### config.mk
export PLATFORM = sky130hd
export DESIGN_NAME = pixel_frame_writer_flat
export DESIGN_NICKNAME = d
export VERILOG_FILES = /design/src/rtl/pixel_frame_writer_pkg.sv /design/src/rtl/pixel_frame_writer_if.sv /design/src/rtl/pixel_frame_writer_led_addr_map.sv /design/src/rtl/pixel_frame_writer.sv /design/src/flat_wrapper.sv
export SDC_FILE = /design/constraint.sdc
export NUM_CORES = 1
export LEC_CHECK = 0
export BUFFER_PORTS_ARGS = -buffer_cell sky130_fd_sc_hd__buf_2
export CAP_MARGIN = 5
export CORE_MARGIN = 2
export CORE_UTILIZATION = 40
export CTS_BUF_LIST = sky130_fd_sc_hd__clkbuf_8
export CTS_CLUSTER_DIAMETER = 40
export DETAILED_ROUTE_END_ITERATION = 10
export PLACE_DENSITY = 0.58
export RECOVER_POWER = 25
export SLEW_MARGIN = 20
export SYNTH_ARGS = -nofsm -noshare
export SYNTH_HDL_FRONTEND = slang
export SYNTH_SLANG_ARGS = --single-unit
### constraint.sdc
create_clock -name clk_in -period 3.6 [get_ports clk_in]
set_input_delay 0.36 -clock clk_in [delete_from_list [all_inputs] [get_ports clk_in]]
set_output_delay 0.36 -clock clk_in [all_outputs]
set_load 0.05 [all_outputs]
### src/rtl/pixel_frame_writer_pkg.sv
// rtl/pixel_frame_writer_pkg.sv - shared geometry, state encoding and pixel packing helper
package pixel_frame_writer_pkg;

  localparam int PIXEL_CNT = 64;
  localparam int ADDR_W    = 6;
  localparam int ROW_LEN   = 8;
  localparam int DATA_W    = 24;

  typedef enum logic [1:0] {
    IDLE = 2'd0,
    RECV = 2'd1,
    DONE = 2'd2
  } state_e;

  // First two bytes sit in the upper 16 bits, the closing byte in [7:0].
  function automatic logic [DATA_W-1:0] pack_pixel(input logic [15:0] hi, input logic [7:0] lo);
    return {hi, lo};
  endfunction

endpackage

### src/rtl/pixel_frame_writer_if.sv
// rtl/pixel_frame_writer_if.sv - byte stream in, frame buffer write port and status out
interface pixel_frame_writer_if;
  import pixel_frame_writer_pkg::*;

  logic              frame_start_in;
  logic              byte_valid_in;
  logic [7:0]        byte_data_in;
  logic              byte_ready_out;
  logic              wr_en_out;
  logic [ADDR_W-1:0] wr_addr_out;
  logic [DATA_W-1:0] wr_data_out;
  logic              busy_out;
  logic              frame_done_out;

  // Host / byte receiver side.
  modport master (
    output frame_start_in, byte_valid_in, byte_data_in,
    input  byte_ready_out, wr_en_out, wr_addr_out, wr_data_out, busy_out, frame_done_out
  );

  // Writer side.
  modport slave (
    input  frame_start_in, byte_valid_in, byte_data_in,
    output byte_ready_out, wr_en_out, wr_addr_out, wr_data_out, busy_out, frame_done_out
  );

endinterface

### src/rtl/pixel_frame_writer_led_addr_map.sv
// rtl/pixel_frame_writer_led_addr_map.sv - logical pixel index to physical LED slot (LED_S_CURVE_EN selects serpentine)
module led_addr_map
  import pixel_frame_writer_pkg::*;
#(
  parameter int MAP_ADDR_W = ADDR_W
) (
  input  logic [MAP_ADDR_W-1:0] idx_i,
  output logic [MAP_ADDR_W-1:0] addr_o
);

`ifdef LED_S_CURVE_EN
  localparam int COL_W = $clog2(ROW_LEN);

  // Odd rows run right-to-left on the strip, so their column bits are mirrored.
  always_comb begin
    addr_o = idx_i;
    if (idx_i[COL_W]) begin
      addr_o = {idx_i[MAP_ADDR_W-1:COL_W], ~idx_i[COL_W-1:0]};
    end
  end
`else
  // Strip is wired in raster order.
  always_comb begin
    addr_o = idx_i;
  end
`endif

endmodule

### src/rtl/pixel_frame_writer.sv
// rtl/pixel_frame_writer.sv - packs a 3-byte-per-pixel stream into frame buffer writes (LED_S_CURVE_EN: serpentine slots)
module pixel_frame_writer
  import pixel_frame_writer_pkg::*;
(
  input  logic                clk_in,
  input  logic                rst_in,
  pixel_frame_writer_if.slave bus
);

  localparam logic [ADDR_W-1:0] LAST_PIX = ADDR_W'(PIXEL_CNT - 1);

  state_e            state_q;
  logic [1:0]        byte_cnt_q;
  logic [ADDR_W-1:0] pix_cnt_q;
  logic [15:0]       shift_q;
  logic              wr_en_q;
  logic [ADDR_W-1:0] wr_addr_q;
  logic [DATA_W-1:0] wr_data_q;
  logic              frame_done_q;
  logic [ADDR_W-1:0] slot_addr;

  led_addr_map #(.MAP_ADDR_W(ADDR_W)) u_map (
    .idx_i  (pix_cnt_q),
    .addr_o (slot_addr)
  );

  // Capture FSM: byte assembly, pixel write strobe and frame completion pulse.
  always_ff @(posedge clk_in) begin
    if (rst_in) begin
      state_q      <= IDLE;
      byte_cnt_q   <= 2'd0;
      pix_cnt_q    <= '0;
      shift_q      <= 16'd0;
      wr_en_q      <= 1'b0;
      wr_addr_q    <= '0;
      wr_data_q    <= '0;
      frame_done_q <= 1'b0;
    end else begin
      wr_en_q      <= 1'b0;
      frame_done_q <= 1'b0;
      case (state_q)
        IDLE: begin
          if (bus.frame_start_in) begin
            state_q    <= RECV;
            byte_cnt_q <= 2'd0;
            pix_cnt_q  <= '0;
          end
        end
        RECV: begin
          // A pixel that closes on a restart cycle is still committed.
          if (bus.byte_valid_in && byte_cnt_q == 2'd2) begin
            wr_en_q   <= 1'b1;
            wr_data_q <= pack_pixel(shift_q, bus.byte_data_in);
            wr_addr_q <= slot_addr;
          end
          if (bus.frame_start_in) begin
            byte_cnt_q <= 2'd0;
            pix_cnt_q  <= '0;
          end else if (bus.byte_valid_in) begin
            case (byte_cnt_q)
              2'd0: begin
                shift_q[15:8] <= bus.byte_data_in;
                byte_cnt_q    <= 2'd1;
              end
              2'd1: begin
                shift_q[7:0] <= bus.byte_data_in;
                byte_cnt_q   <= 2'd2;
              end
              default: begin
                byte_cnt_q <= 2'd0;
                if (pix_cnt_q == LAST_PIX) begin
                  pix_cnt_q <= '0;
                  state_q   <= DONE;
                end else begin
                  pix_cnt_q <= pix_cnt_q + 1'b1;
                end
              end
            endcase
          end
        end
        DONE: begin
          frame_done_q <= 1'b1;
          if (bus.frame_start_in) begin
            state_q    <= RECV;
            byte_cnt_q <= 2'd0;
            pix_cnt_q  <= '0;
          end else begin
            state_q <= IDLE;
          end
        end
        default: begin
          state_q <= IDLE;
        end
      endcase
    end
  end

  assign bus.byte_ready_out = bus.byte_valid_in && (state_q == RECV) && !bus.frame_start_in;
  assign bus.busy_out       = (state_q == RECV);
  assign bus.wr_en_out      = wr_en_q;
  assign bus.wr_addr_out    = wr_addr_q;
  assign bus.wr_data_out    = wr_data_q;
  assign bus.frame_done_out = frame_done_q;

endmodule

### src/flat_wrapper.sv
// flat-port wrapper written by rule: the top's interface ports become plain ports
module pixel_frame_writer_flat import pixel_frame_writer_pkg::*;
  (clk_in, rst_in, bus_frame_start_in, bus_byte_valid_in, bus_byte_data_in, bus_byte_ready_out, bus_wr_en_out, bus_wr_addr_out, bus_wr_data_out, bus_busy_out, bus_frame_done_out);
  pixel_frame_writer_if bus_i ();
  input  logic clk_in;
  input  logic rst_in;
  input wire logic [$bits(bus_i.frame_start_in)-1:0] bus_frame_start_in;
  input wire logic [$bits(bus_i.byte_valid_in)-1:0] bus_byte_valid_in;
  input wire logic [$bits(bus_i.byte_data_in)-1:0] bus_byte_data_in;
  output wire logic [$bits(bus_i.byte_ready_out)-1:0] bus_byte_ready_out;
  output wire logic [$bits(bus_i.wr_en_out)-1:0] bus_wr_en_out;
  output wire logic [$bits(bus_i.wr_addr_out)-1:0] bus_wr_addr_out;
  output wire logic [$bits(bus_i.wr_data_out)-1:0] bus_wr_data_out;
  output wire logic [$bits(bus_i.busy_out)-1:0] bus_busy_out;
  output wire logic [$bits(bus_i.frame_done_out)-1:0] bus_frame_done_out;
  assign bus_i.frame_start_in = bus_frame_start_in;
  assign bus_i.byte_valid_in = bus_byte_valid_in;
  assign bus_i.byte_data_in = bus_byte_data_in;
  assign bus_byte_ready_out = bus_i.byte_ready_out;
  assign bus_wr_en_out = bus_i.wr_en_out;
  assign bus_wr_addr_out = bus_i.wr_addr_out;
  assign bus_wr_data_out = bus_i.wr_data_out;
  assign bus_busy_out = bus_i.busy_out;
  assign bus_frame_done_out = bus_i.frame_done_out;
  pixel_frame_writer u_core (.clk_in(clk_in), .rst_in(rst_in), .bus(bus_i));
endmodule
==> impl_metrics.csv <==
group,metric,value,unit
detailed_routing,num_vias,2215,
timing,rsz0062_at_grt,"false",
power_and_ir_drop,leakage,0.956,nW
detailed_routing,first_pass_iters,5,
timing,tightest_slew,0.904,ns
critical_path,arrival,2.33,ns
run,cap_violations,0,
detailed_routing,drt-initial-drc-count,178,
clock_network,numCtsBuffers,9,
clock_network,clk_latency,0.33,ns
floorplanning,start_util,0.415,
global_routing,antenna_found_initial,0,
timing,slew_viol_final,0,
global_routing,gr-total-overflow,0,
placed_design,hpwl,3830,um
clock_network,clk_pin_slew_worst_paths,0.07,ns
floorplanning,die_area,0.00682,mm^2
critical_path,setup.worst_path.class,"flop to flop",
power_and_ir_drop,power.internal,0.000971,W
cells_and_area,area_growth,15.4,%
timing,setup_violations,0,
detailed_routing,wl_per_cell,15.4,um
detailed_routing,via_per_inst,5.55,
logic_synthesis,synth_top_area_frac,0.470,
clock_network,cts_max_level,3,
critical_path,start_kind,"flop",
cells_and_area,drive_gt1_frac,0.154,
cells_and_area,fin_area,0.00285,mm^2
floorplanning,coreArea,0.00596,mm^2
power_and_ir_drop,p_comb_frac,0.050,
placed_design,place_area,0.00269,mm^2
detailed_routing,remaining_drc_errors,0,
critical_path,crit_required,3.86,ns
logic_synthesis,synthArstFlopShare,0,
clock_network,clock-sinks,58,
power_and_ir_drop,power_frac_seq,0.510,
logic_synthesis,syn_avg_cell_area,8.55,um^2
floorplanning,rows,28,
critical_path,end_kind,"flop",
clock_network,clock-root-buffer,"clkbuf_8",
global_routing,grt_max_degree,39,
detailed_routing,drt_wl_total,6160,um
placed_design,port-buffer-count,45,
power_and_ir_drop,ir_drop,0.187,mV
logic_synthesis,synth_nets,302,
floorplanning,fp.dieW,82.6,um
logic_synthesis,ys_seq_area_frac,0.470,
timing,fin_setup_tns,0,ns
logic_synthesis,syn-cell-area,0.00247,mm^2
hold_path,hold_path_class,"input port to flop",
detailed_routing,ant_nets,0,
clock_network,cts_hold_buf,0,
global_routing,grt_pass1_wl,9650,um
critical_path,cp_max_fo,17,
logic_synthesis,synth.area.top_cells,"dfxtp_1, o21ai_0, a21oi_1",
logic_synthesis,yosysWarnings,0,
logic_synthesis,synthesis.instances,289,
cells_and_area,diodes,0,
logic_synthesis,synth_edf_count,0,
logic_synthesis,synth-seq-cells,58,
placed_design,place_congestion,0.866,
clock_network,clockBufferDepth,2,
timing,fin_skew,0.00601,ns
global_routing,groute.usage.overall,0.188,
logic_synthesis,yosys.area.top_type,"dfxtp_1",
timing,slew_headroom,0.397,
power_and_ir_drop,power.share.clock,0.440,
timing,max_clock_freq,482,MHz
cells_and_area,mostFrequentLayoutCell,"dfxtp_1",
global_routing,grt_pass1_vias,1905,
timing,finalCriticalPeriod,2.07,ns
power_and_ir_drop,p_switching,0.000314,W
clock_network,postCtsSetupRepairBufs,0,
status,status,"finished, final reports clean",
cells_and_area,final_cell_mix,"dfxtp_1, o21ai_0, a21oi_1",
timing,final_hold_viol_count,0,
floorplanning,ioPinCount,46,
timing,period_share,0.576,
logic_synthesis,synth_flop_cell,"dfxtp_1",
clock_network,cts_tree,"done",
power_and_ir_drop,power_density,451,mW/mm^2
power_and_ir_drop,swShare,0.244,
cells_and_area,final_nets,332,
logic_synthesis,synth_cell_type_count,37,
floorplanning,dieHeight,82.6,um
clock_network,ctsResizeCount,0,
-- path summary, 6_finish.rpt --
kind	start	end	slack, ns	cells past startpoint
min reg2reg	u_core.shift_q[14]	u_core.bus.wr_data_out[22]	0.46	2
min	bus_byte_data_in[5]	u_core.shift_q[5]	0.31	3
max reg2reg	u_core.state_q[0]	u_core.shift_q[14]	1.53	3
max	u_core.state_q[0]	u_core.shift_q[14]	1.53	3
-- cell usage after synthesis, types with 3 or more instances --
cell,count
a31oi_1,3
nand4_1,3
clkbuf_1,26
nand2b_1,19
inv_1,4
dfxtp_1,58
mux2i_1,8
a21oi_1,43
nand3b_1,3
nand3_1,40
nand2_1,3
o21ai_0,45
-- kinds of logic (layout without fill, tap and decap cells) --
family                     Yosys count  after routing  synth area share
muxes                                8              8            0.0324
DFF                                 58             58             0.470
and+or+nand+nor                     90             90             0.221
buffers and inverters               32             67            0.0547
adders and majority gates            1              1           0.00507
AOI/OAI and AO/OA                  100            100             0.216
-- cell type report --
type | instances | area (um^2)
Fill cell | 644 | 3110
Timing Repair Buffer | 47 | 214
Clock buffer | 12 | 165
Multi-Input combinational cell | 199 | 1170
Inverter | 4 | 15.0
Clock inverter | 4 | 25.0
Tap cell | 75 | 93.8
Sequential cell | 58 | 1160
-- state kept, by name, summed over array words and instances, names as in the netlist --
name	count
u_core.state_q	2
u_core.shift_q	16
u_core.bus.frame_done_out	1
u_core.pix_cnt_q	6
u_core.bus.wr_data_out	24
u_core.bus.wr_addr_out	6
u_core.byte_cnt_q	2
u_core.bus.wr_en_out	1
-- power by group through the flow --
stage	clock network [W]	logic [W]	registers [W]
global placement	0	0.0000650	0.000669
global route	0.000602	0.0000706	0.000655
finish	0.000566	0.0000646	0.000655
CTS	0.000571	0.0000646	0.000655
floorplan	0	0.0000500	0.000663
detailed placement	0	0.0000644	0.000669
-- per-layer routing --
| metal | GRT usage | routed length (um) |
|---|---|---|
| met1 | 0.258 | 2940 |
| met2 | 0.290 | 2840 |
| met3 | 0.0370 | 297 |
| met4 | 0.0787 | 84 |
| met5 | 0 | 0 |
-- critical path, cell delays in order (launching register included) --
cell	delay [ns]
dfxtp_1	0.63
or3b_4	0.52
nor4_4	0.60
mux2i_1	0.26
-- metrics by stage --
step                hold WS, ns  std cells  utilization  setup WS (ns)  total power, W
floorplan                 0.440        289            -           1.68        0.000713
global placement          0.455        383        0.451           1.16        0.000734
detailed placement        0.462        383        0.451           1.54        0.000734
CTS                       0.311        399        0.483           1.51         0.00129
global route              0.312        399        0.479           1.36         0.00133
finish                    0.310        399        0.479           1.53         0.00128
(Power assumes the default switching activity.)
